$ cat config.mk
export PLATFORM = sky130hd
export DESIGN_NAME = rr_burst_scheduler
export DESIGN_NICKNAME = d
export VERILOG_FILES = /design/src/rtl/rr_burst_scheduler.sv
export SDC_FILE = /design/constraint.sdc
export NUM_CORES = 1
export LEC_CHECK = 0
export CAP_MARGIN = 5
export CORE_UTILIZATION = 40
export CTS_CLUSTER_SIZE = 20
export DETAILED_ROUTE_END_ITERATION = 6
export HOLD_SLACK_MARGIN = 0.06
export PLACE_DENSITY = 0.75
export SLEW_MARGIN = 20
export SYNTH_ARGS = -nofsm -noshare
export SYNTH_HDL_FRONTEND = slang
export SYNTH_SLANG_ARGS = --single-unit
$ cat constraint.sdc
create_clock -name clk -period 3.75 [get_ports clk]
set_clock_uncertainty 0.2 [all_clocks]
set_input_delay 0.75 -clock clk [delete_from_list [all_inputs] [get_ports clk]]
set_output_delay 0.75 -clock clk [all_outputs]
set_load 0.05 [all_outputs]
$ cat src/rtl/rr_burst_scheduler.sv
// Round-robin burst scheduler: shares one burst-capable port among N requesters.
// A grant is held until the last beat of the burst is acknowledged. After that,
// the pointer moves to one past the winner, which gives burst-level fairness.
// Optional watchdog abort is enabled by defining the macro ARB_TIMEOUT_EN.
module rr_burst_scheduler #(
  parameter int unsigned N     = 4,
  parameter int unsigned LEN_W = 4,
  parameter int unsigned TO_W  = 8
) (
  input  logic                 clk,
  input  logic                 rst_an,
  input  logic [N-1:0]         req,
  input  logic [N*LEN_W-1:0]   req_len,
  input  logic                 beat_ack,
  output logic [N-1:0]         grant,
  output logic [$clog2(N)-1:0] grant_id,
  output logic                 busy,
  output logic                 timeout_err
);

  localparam int unsigned ID_W = $clog2(N);

  typedef enum logic [0:0] {StIdle, StBusy} state_e;

  state_e            state_q, state_d;
  logic [ID_W-1:0]   ptr_q, ptr_d;
  logic [ID_W-1:0]   id_q, id_d;
  logic [LEN_W-1:0]  cnt_q, cnt_d;

  logic              win_found;
  logic [ID_W-1:0]   win_id;
  logic [ID_W:0]     idx_sum;
  logic [LEN_W-1:0]  win_len;
  logic [ID_W-1:0]   ptr_next;
  logic              abort;
  logic              to_err;

  // Winner search: first requester at or above ptr, wrapping N-1 -> 0.
  always_comb begin
    win_found = 1'b0;
    win_id    = '0;
    idx_sum   = '0;
    for (int unsigned i = 0; i < N; i++) begin
      idx_sum = {1'b0, ptr_q} + (ID_W+1)'(i);
      if (idx_sum >= (ID_W+1)'(N)) begin
        idx_sum = idx_sum - (ID_W+1)'(N);
      end
      if (!win_found && req[idx_sum[ID_W-1:0]]) begin
        win_found = 1'b1;
        win_id    = idx_sum[ID_W-1:0];
      end
    end
  end

  assign win_len  = req_len[LEN_W*win_id +: LEN_W];
  assign ptr_next = (id_q == ID_W'(N - 1)) ? '0 : id_q + ID_W'(1);

`ifdef ARB_TIMEOUT_EN
  // Watchdog abort fires on the stalled cycle that brings the count to 2^TO_W-1.
  localparam logic [TO_W-1:0] WdLast = {{(TO_W-1){1'b1}}, 1'b0};

  logic [TO_W-1:0] wd_q, wd_d;
  logic            to_err_q;

  // Watchdog next value: counts consecutive stalled busy cycles.
  always_comb begin
    abort = (state_q == StBusy) && !beat_ack && (wd_q == WdLast);
    wd_d  = '0;
    if ((state_q == StBusy) && !beat_ack && !abort) begin
      wd_d = wd_q + TO_W'(1);
    end
  end

  // Watchdog counter and one-cycle error pulse register.
  always_ff @(posedge clk or negedge rst_an) begin
    if (!rst_an) begin
      wd_q     <= '0;
      to_err_q <= 1'b0;
    end else begin
      wd_q     <= wd_d;
      to_err_q <= abort;
    end
  end

  assign to_err = to_err_q;
`else
  assign abort  = 1'b0;
  assign to_err = 1'b0;
`endif

  // State register plus pointer, grantee and remaining-beat counter.
  always_ff @(posedge clk or negedge rst_an) begin
    if (!rst_an) begin
      state_q <= StIdle;
      ptr_q   <= '0;
      id_q    <= '0;
      cnt_q   <= '0;
    end else begin
      state_q <= state_d;
      ptr_q   <= ptr_d;
      id_q    <= id_d;
      cnt_q   <= cnt_d;
    end
  end

  // Next-state logic: grant in idle, count beats (or abort) while busy.
  always_comb begin
    state_d = state_q;
    ptr_d   = ptr_q;
    id_d    = id_q;
    cnt_d   = cnt_q;
    unique case (state_q)
      StIdle: begin
        if (win_found) begin
          state_d = StBusy;
          id_d    = win_id;
          cnt_d   = win_len;
        end
      end
      StBusy: begin
        if (beat_ack) begin
          if (cnt_q == '0) begin
            state_d = StIdle;
            ptr_d   = ptr_next;
          end else begin
            cnt_d = cnt_q - LEN_W'(1);
          end
        end else if (abort) begin
          state_d = StIdle;
          ptr_d   = ptr_next;
        end
      end
      default: state_d = StIdle;
    endcase
  end

  // Outputs decoded from registered state only.
  always_comb begin
    grant = '0;
    if (state_q == StBusy) begin
      grant[id_q] = 1'b1;
    end
    busy        = (state_q == StBusy);
    grant_id    = id_q;
    timeout_err = to_err;
  end

endmodule
==> results.toml, run 1 <==
[status]
outcome = "finished clean"

[power]
p_leak_nw = 0.482
vdd_drop_max_mv = 0.463
power.density_cell_area_nw_per_um2 = 711
power.total_uw = 774

[critical_path]
critPathLaunchType = "register"
worstSetupEndpointType = "output port"
r2r-end = "cnt_q[2]"
worst_r2r_start = "ptr_q[1]"
crit_fanout = 5
critPathRequiredTime_ns = 2.80
critPathCapture = "grant[2]"
criticalPathCategory = "reg2out"
worstPathArrival_ns = 1.89
ff2ff_path_depth = 5
critical_path.startpoint = "grant_id[0]"
regToRegSetupSlack_ns = 1.59

[die]
area_enclosed_by_the_die_boundary_um2 = 2070
floorplan.io_pins = 31
initial_core_utilization_pct = 43.4
chipWidth_um = 45.5
core_um2 = 1750
die_h_um = 45.5
rows = 15

[min_path]
timing.hold.worst.class = "reg2reg"

[synth]
yosysTopAreaCellShare_pct = 29.8
syn_area_per_cell_um2 = 9.23
synth_cells = 82
syn_area_um2 = 757
most_area_consuming_cells_after_synthesis = "dfrtp_1 (30%), mux2i_1 (15%), ha_1 (9.9%), o21ai_0 (5.3%), mux2_2 (4.5%)"
ffs_w_async_s_r_synth_pct = 100
syn_nets = 111
synth_top_cell_by_area = "dfrtp_1"
number_of_flip_flops_and_latches_in_the_synthesized_netlist = 9
synthDistinctLibCells = 27
count_of_warnings_emitted_by_yosys = 0
synth_edf_count = 0
synth_flop_cell = "dfrtp_1"
synth-seq-area-share_pct = 29.8

[clock_tree]
cts_hold_buf = 0
clock_tree_from_tritoncts = "done"
post_cts.repair.setup_buffers = 0
clock_tree.root_cell = "clkbuf_4"
num_cts_buffers = 3
htreeDepth = 1
clock_pin_slew_reported_for_the_worst_setup_and_hold_paths_after_clock_tree_synthesis_ns = 0.07
max_buffers_root_to_sink = 2
cts_sinks = 9
clock_latency_ns = 0.26
ctsResizeCount = 0

[timing]
finalSetupViolCount = 0
timing.slew.headroom_pct = 55.9
hold_viol = 0
final_period_demand_of_the_worst_path_ns = 2.84
max_freq_ghz = 0.352
setup-tns-final_ns = 0
period_share_pct = 75.7
grt_setup_unrepaired = "no"
count_of_final_max_slew_check_failures = 0
worst-slew-pin-transition_ns = 0.656

[route]
drcViolationCount = 0
detail-route-antenna-nets = 0
routed_via_density = 5.26
route.final.wire_length_um = 1780
routed-via-count = 721
routedWlPerCell_um = 13.0
drt_first_iter_violations = 13
detail_route.first_pass.iterations = 4

[finish]
final_net_count = 142
diodes = 0
post_route_cells_drive_above_1_share_pct = 7.14
final-seq-area_um2 = 225
layout.cells.most_common = "clkdlybuf4s50_1"
multi_input_area_um2 = 485
layout.cells.most_common_list = "clkdlybuf4s50_1 (29), mux2i_1 (11), dfrtp_1 (9)"
flow.area_growth_from_synthesis_pct = 44.0
fill_cell_count = 156

[place]
finalWeightedCongestion = 0.931
dp_hpwl_um = 1450
numPortBuffers = 29

[global_routing]
grt_max_degree = 13
grt_pass1_wl_um = 2890
first_global_vias = 703
gr-total-overflow = 0
global_route.usage.total_pct = 19.5
grt_antenna_before_repair = 0

[flow_run]
max_cap_violations = 0
## synthesized netlist by cell type (2+ instances only)
library cell,number
inv_1,8
a21oi_1,3
o21ai_0,8
mux2i_1,11
nand3_1,2
ha_1,6
nand2_1,4
a221oi_1,2
nor2_1,4
and2_1,4
mux2_2,3
a221o_1,2
dfrtp_1,9
nor3_1,3
## critical path, stage by stage, from the launching register on
cell,delay (ns)
dfrtp_1,0.43
inv_1,0.12
ha_1,0.16
and2_1,0.13
clkdlybuf4s50_1,0.79
## logic make-up after synthesis
kind of cell | synth area share (%)
multiplexers | 19.0
buffers and inverters | 6.12
other | 0.495
AO/OA/AOI/OAI | 20.3
flip-flops | 29.8
adder cells (fa/ha/maj) | 9.92
AND/OR/NAND/NOR | 14.4
## area by class of cell
class,count,area share [%]
clock buffers,3,2.07
clock inverters,1,0.459
inverters,8,2.76
multi-input cells,62,44.5
flip-flops and latches,9,20.7
well taps,25,2.87
repair buffers,29,26.6
## flip-flops by register name, indices dropped and copies added (netlist names)
signal,count
cnt_q,4
grant_id,2
ptr_q,2
busy,1
## report_power, final
group	leakage, nW	switching, mW	total (mW)	internal [mW]
combinational	0.356	0.286	0.498	0.213
sequential	0.108	0.0593	0.202	0.143
clock	0.0177	0.0352	0.0745	0.0393
total	0.482	0.380	0.774	0.395
## worst min path at each step
stage	endpoint	start	cells after the start
6_report	cnt_q[1]	cnt_q[1]	1
5_1_grt	cnt_q[1]	cnt_q[1]	1
4_1_cts	cnt_q[1]	cnt_q[1]	1
3_5_place_dp	cnt_q[1]	cnt_q[1]	1
3_3_place_gp	cnt_q[1]	cnt_q[1]	1
2_1_floorplan	busy	rst_an	0
## stage by stage
step	utilization, %	worst slack [ns]	cell area, um2	hold slack (ns)	std cells
floorplan	-	1.42	757	0.254	82
global placement	60.9	0.714	1060	0.338	133
detailed placement	60.9	0.716	1060	0.340	133
CTS	62.4	0.901	1090	0.360	137
global route	62.4	0.853	1090	0.399	137
finish	62.4	0.910	1090	0.362	137
## routing by layer
layer	routed length (um)	global-route usage [%]	vias to the layer above
met2	801	31.4	29
met1	806	22.9	334
met5	0	0	-
met4	10	12.7	0
met3	165	4.76	2
li1	-	-	356
Power figures use the tool's default switching activity.
==> run 2, diff against run 1 <==
==> constraint.sdc (replaced) <==
create_clock -name clk -period 2.7 [get_ports clk]
set_clock_uncertainty 0.2 [all_clocks]
set_input_delay 0.54 -clock clk [delete_from_list [all_inputs] [get_ports clk]]
set_output_delay 0.54 -clock clk [all_outputs]
set_load 0.05 [all_outputs]
==> run 2 against run 1 <==
Compared with the run above: hold slack got worse by 0.0085 ns; global-route usage decreased by 0.13 points; total power increased by 39%; register-to-register slack got worse by 0.97 ns; die area unchanged; final cell count increased by 2.2%; sequential cell count unchanged; first-iteration DRC count unchanged; clock-buffer cell count increased by 1; largest power group unchanged.
==> results.toml, run 2 (synthesis results as in run 1) <==
[status]
outcome = "finished clean"

[die]
rows = 15
die_h_um = 45.5
chipWidth_um = 45.5
floorplan.io_pins = 31
area_enclosed_by_the_die_boundary_um2 = 2070
initial_core_utilization_pct = 43.4
core_um2 = 1750

[place]
finalWeightedCongestion = 0.877
dp_hpwl_um = 1480
numPortBuffers = 29

[timing]
worst-slew-pin-transition_ns = 0.496
hold_viol = 0
timing.slew.headroom_pct = 66.8
setup-tns-final_ns = 0
grt_setup_unrepaired = "no"
finalSetupViolCount = 0
final_period_demand_of_the_worst_path_ns = 2.60
period_share_pct = 96.2
count_of_final_max_slew_check_failures = 0
max_freq_ghz = 0.385

[critical_path]
criticalPathCategory = "reg2out"
worstSetupEndpointType = "output port"
crit_path_top_delay_cell = "clkdlybuf4s50_1"
regToRegSetupSlack_ns = 0.62
critical-path-max-stage-delay_ns = 0.79
worstPathArrival_ns = 1.86
critPathLaunchType = "register"
worstPathCellList = "inv_1 -> ha_1 -> and2_1 -> clkdlybuf4s50_1"
critical_path.top_delay_family = "buffers and inverters"
critPathRequiredTime_ns = 1.96
crit_fanout = 5
combined_buffer_and_inverter_count_along_the_critical_path = 2

[global_routing]
grt_max_degree = 13
grt_pass1_wl_um = 2910
grt_antenna_before_repair = 0
global_route.usage.total_pct = 19.4
gr-total-overflow = 0
first_global_vias = 696

[power]
power.density_cell_area_nw_per_um2 = 967
p_leak_nw = 0.495
vdd_drop_max_mv = 0.629

[flow_run]
max_cap_violations = 0

[clock_tree]
ctsResizeCount = 0
post_cts.repair.setup_buffers = 0
max_buffers_root_to_sink = 2
clock_tree.root_cell = "clkbuf_4"
cts_hold_buf = 0
htreeDepth = 1
clock_tree_from_tritoncts = "done"
clock_latency_ns = 0.26
clock_pin_slew_reported_for_the_worst_setup_and_hold_paths_after_clock_tree_synthesis_ns = 0.06
num_cts_buffers = 3
cts_sinks = 9

[finish]
flow.area_growth_from_synthesis_pct = 46.8
post_route_cells_drive_above_1_share_pct = 8.70
fill_cell_count = 154
largest_register_ffs = 4
fin_util_pct = 63.7
layout.cells.most_common_list = "clkdlybuf4s50_1 (29), mux2i_1 (11), dfrtp_1 (9)"
final_net_count = 145
max_flop_register = "cnt_q"
layout.cells.most_common = "clkdlybuf4s50_1"
diodes = 0

[route]
detail_route.first_pass.iterations = 4
routedWlPerCell_um = 12.9
routed_via_density = 5.19
routed-via-count = 726
detail-route-antenna-nets = 0
drt_first_iter_violations = 13
drcViolationCount = 0
route.final.wire_length_um = 1810

[min_path]
timing.hold.worst.class = "reg2reg"
==> run 2: final timing paths <==
path,cells past startpoint,to,start
max,4,grant[2],grant_id[0]
min,1,cnt_q[1],cnt_q[1]
max reg2reg,5,cnt_q[3],ptr_q[1]
min reg2reg,1,cnt_q[1],cnt_q[1]
max in group asynchronous,1,grant_id[0],rst_an
min in group asynchronous,1,cnt_q[2],rst_an
==> run 2: stage by stage <==
step                instance area [um2]  instances  power (mW)  worst slack [ns]  hold WS, ns
finish                             1110        140        1.07             0.102        0.354
global route                       1110        140        1.16            0.0310        0.387
CTS                                1110        140        1.08            0.0980        0.356
detailed placement                 1080        136       0.975           0.00904        0.337
global placement                   1080        136       0.959            0.0713        0.339
floorplan                           757         82       0.765             0.583       0.0444
==> run 2: area by class of cell <==
type / count / area, um2 / share of cell area (%)
clock buffer: 4 / 26.3 / 2.36
inverter: 8 / 30.0 / 2.70
multi-input combinational: 62 / 485 / 43.7
sequential: 9 / 225 / 20.3
tap: 25 / 31.3 / 2.82
timing repair buffer: 32 / 313 / 28.2
==> run 2: layer usage <==
layer  vias up  track usage, %  routed length [um]
met5         -               0                   0
met4         0            7.88                  29
met3         4            3.57                 180
met2        35            32.3                 797
met1       325            24.4                 800
li1        362               -                   -
==> run 2: where the power goes <==
part / total [mW] / internal [mW] / switching [mW]
Combinational: 0.696 / 0.301 / 0.394
Sequential: 0.277 / 0.198 / 0.0788
Clock: 0.102 / 0.0568 / 0.0448
==> run 2: worst reg2reg max path: stages, from the launching register on <==
cell	delay, ns
dfrtp_1	0.46
mux2i_1	0.37
o221ai_4	0.23
mux2i_1	0.17
mux2_2	0.27
a221oi_1	0.27
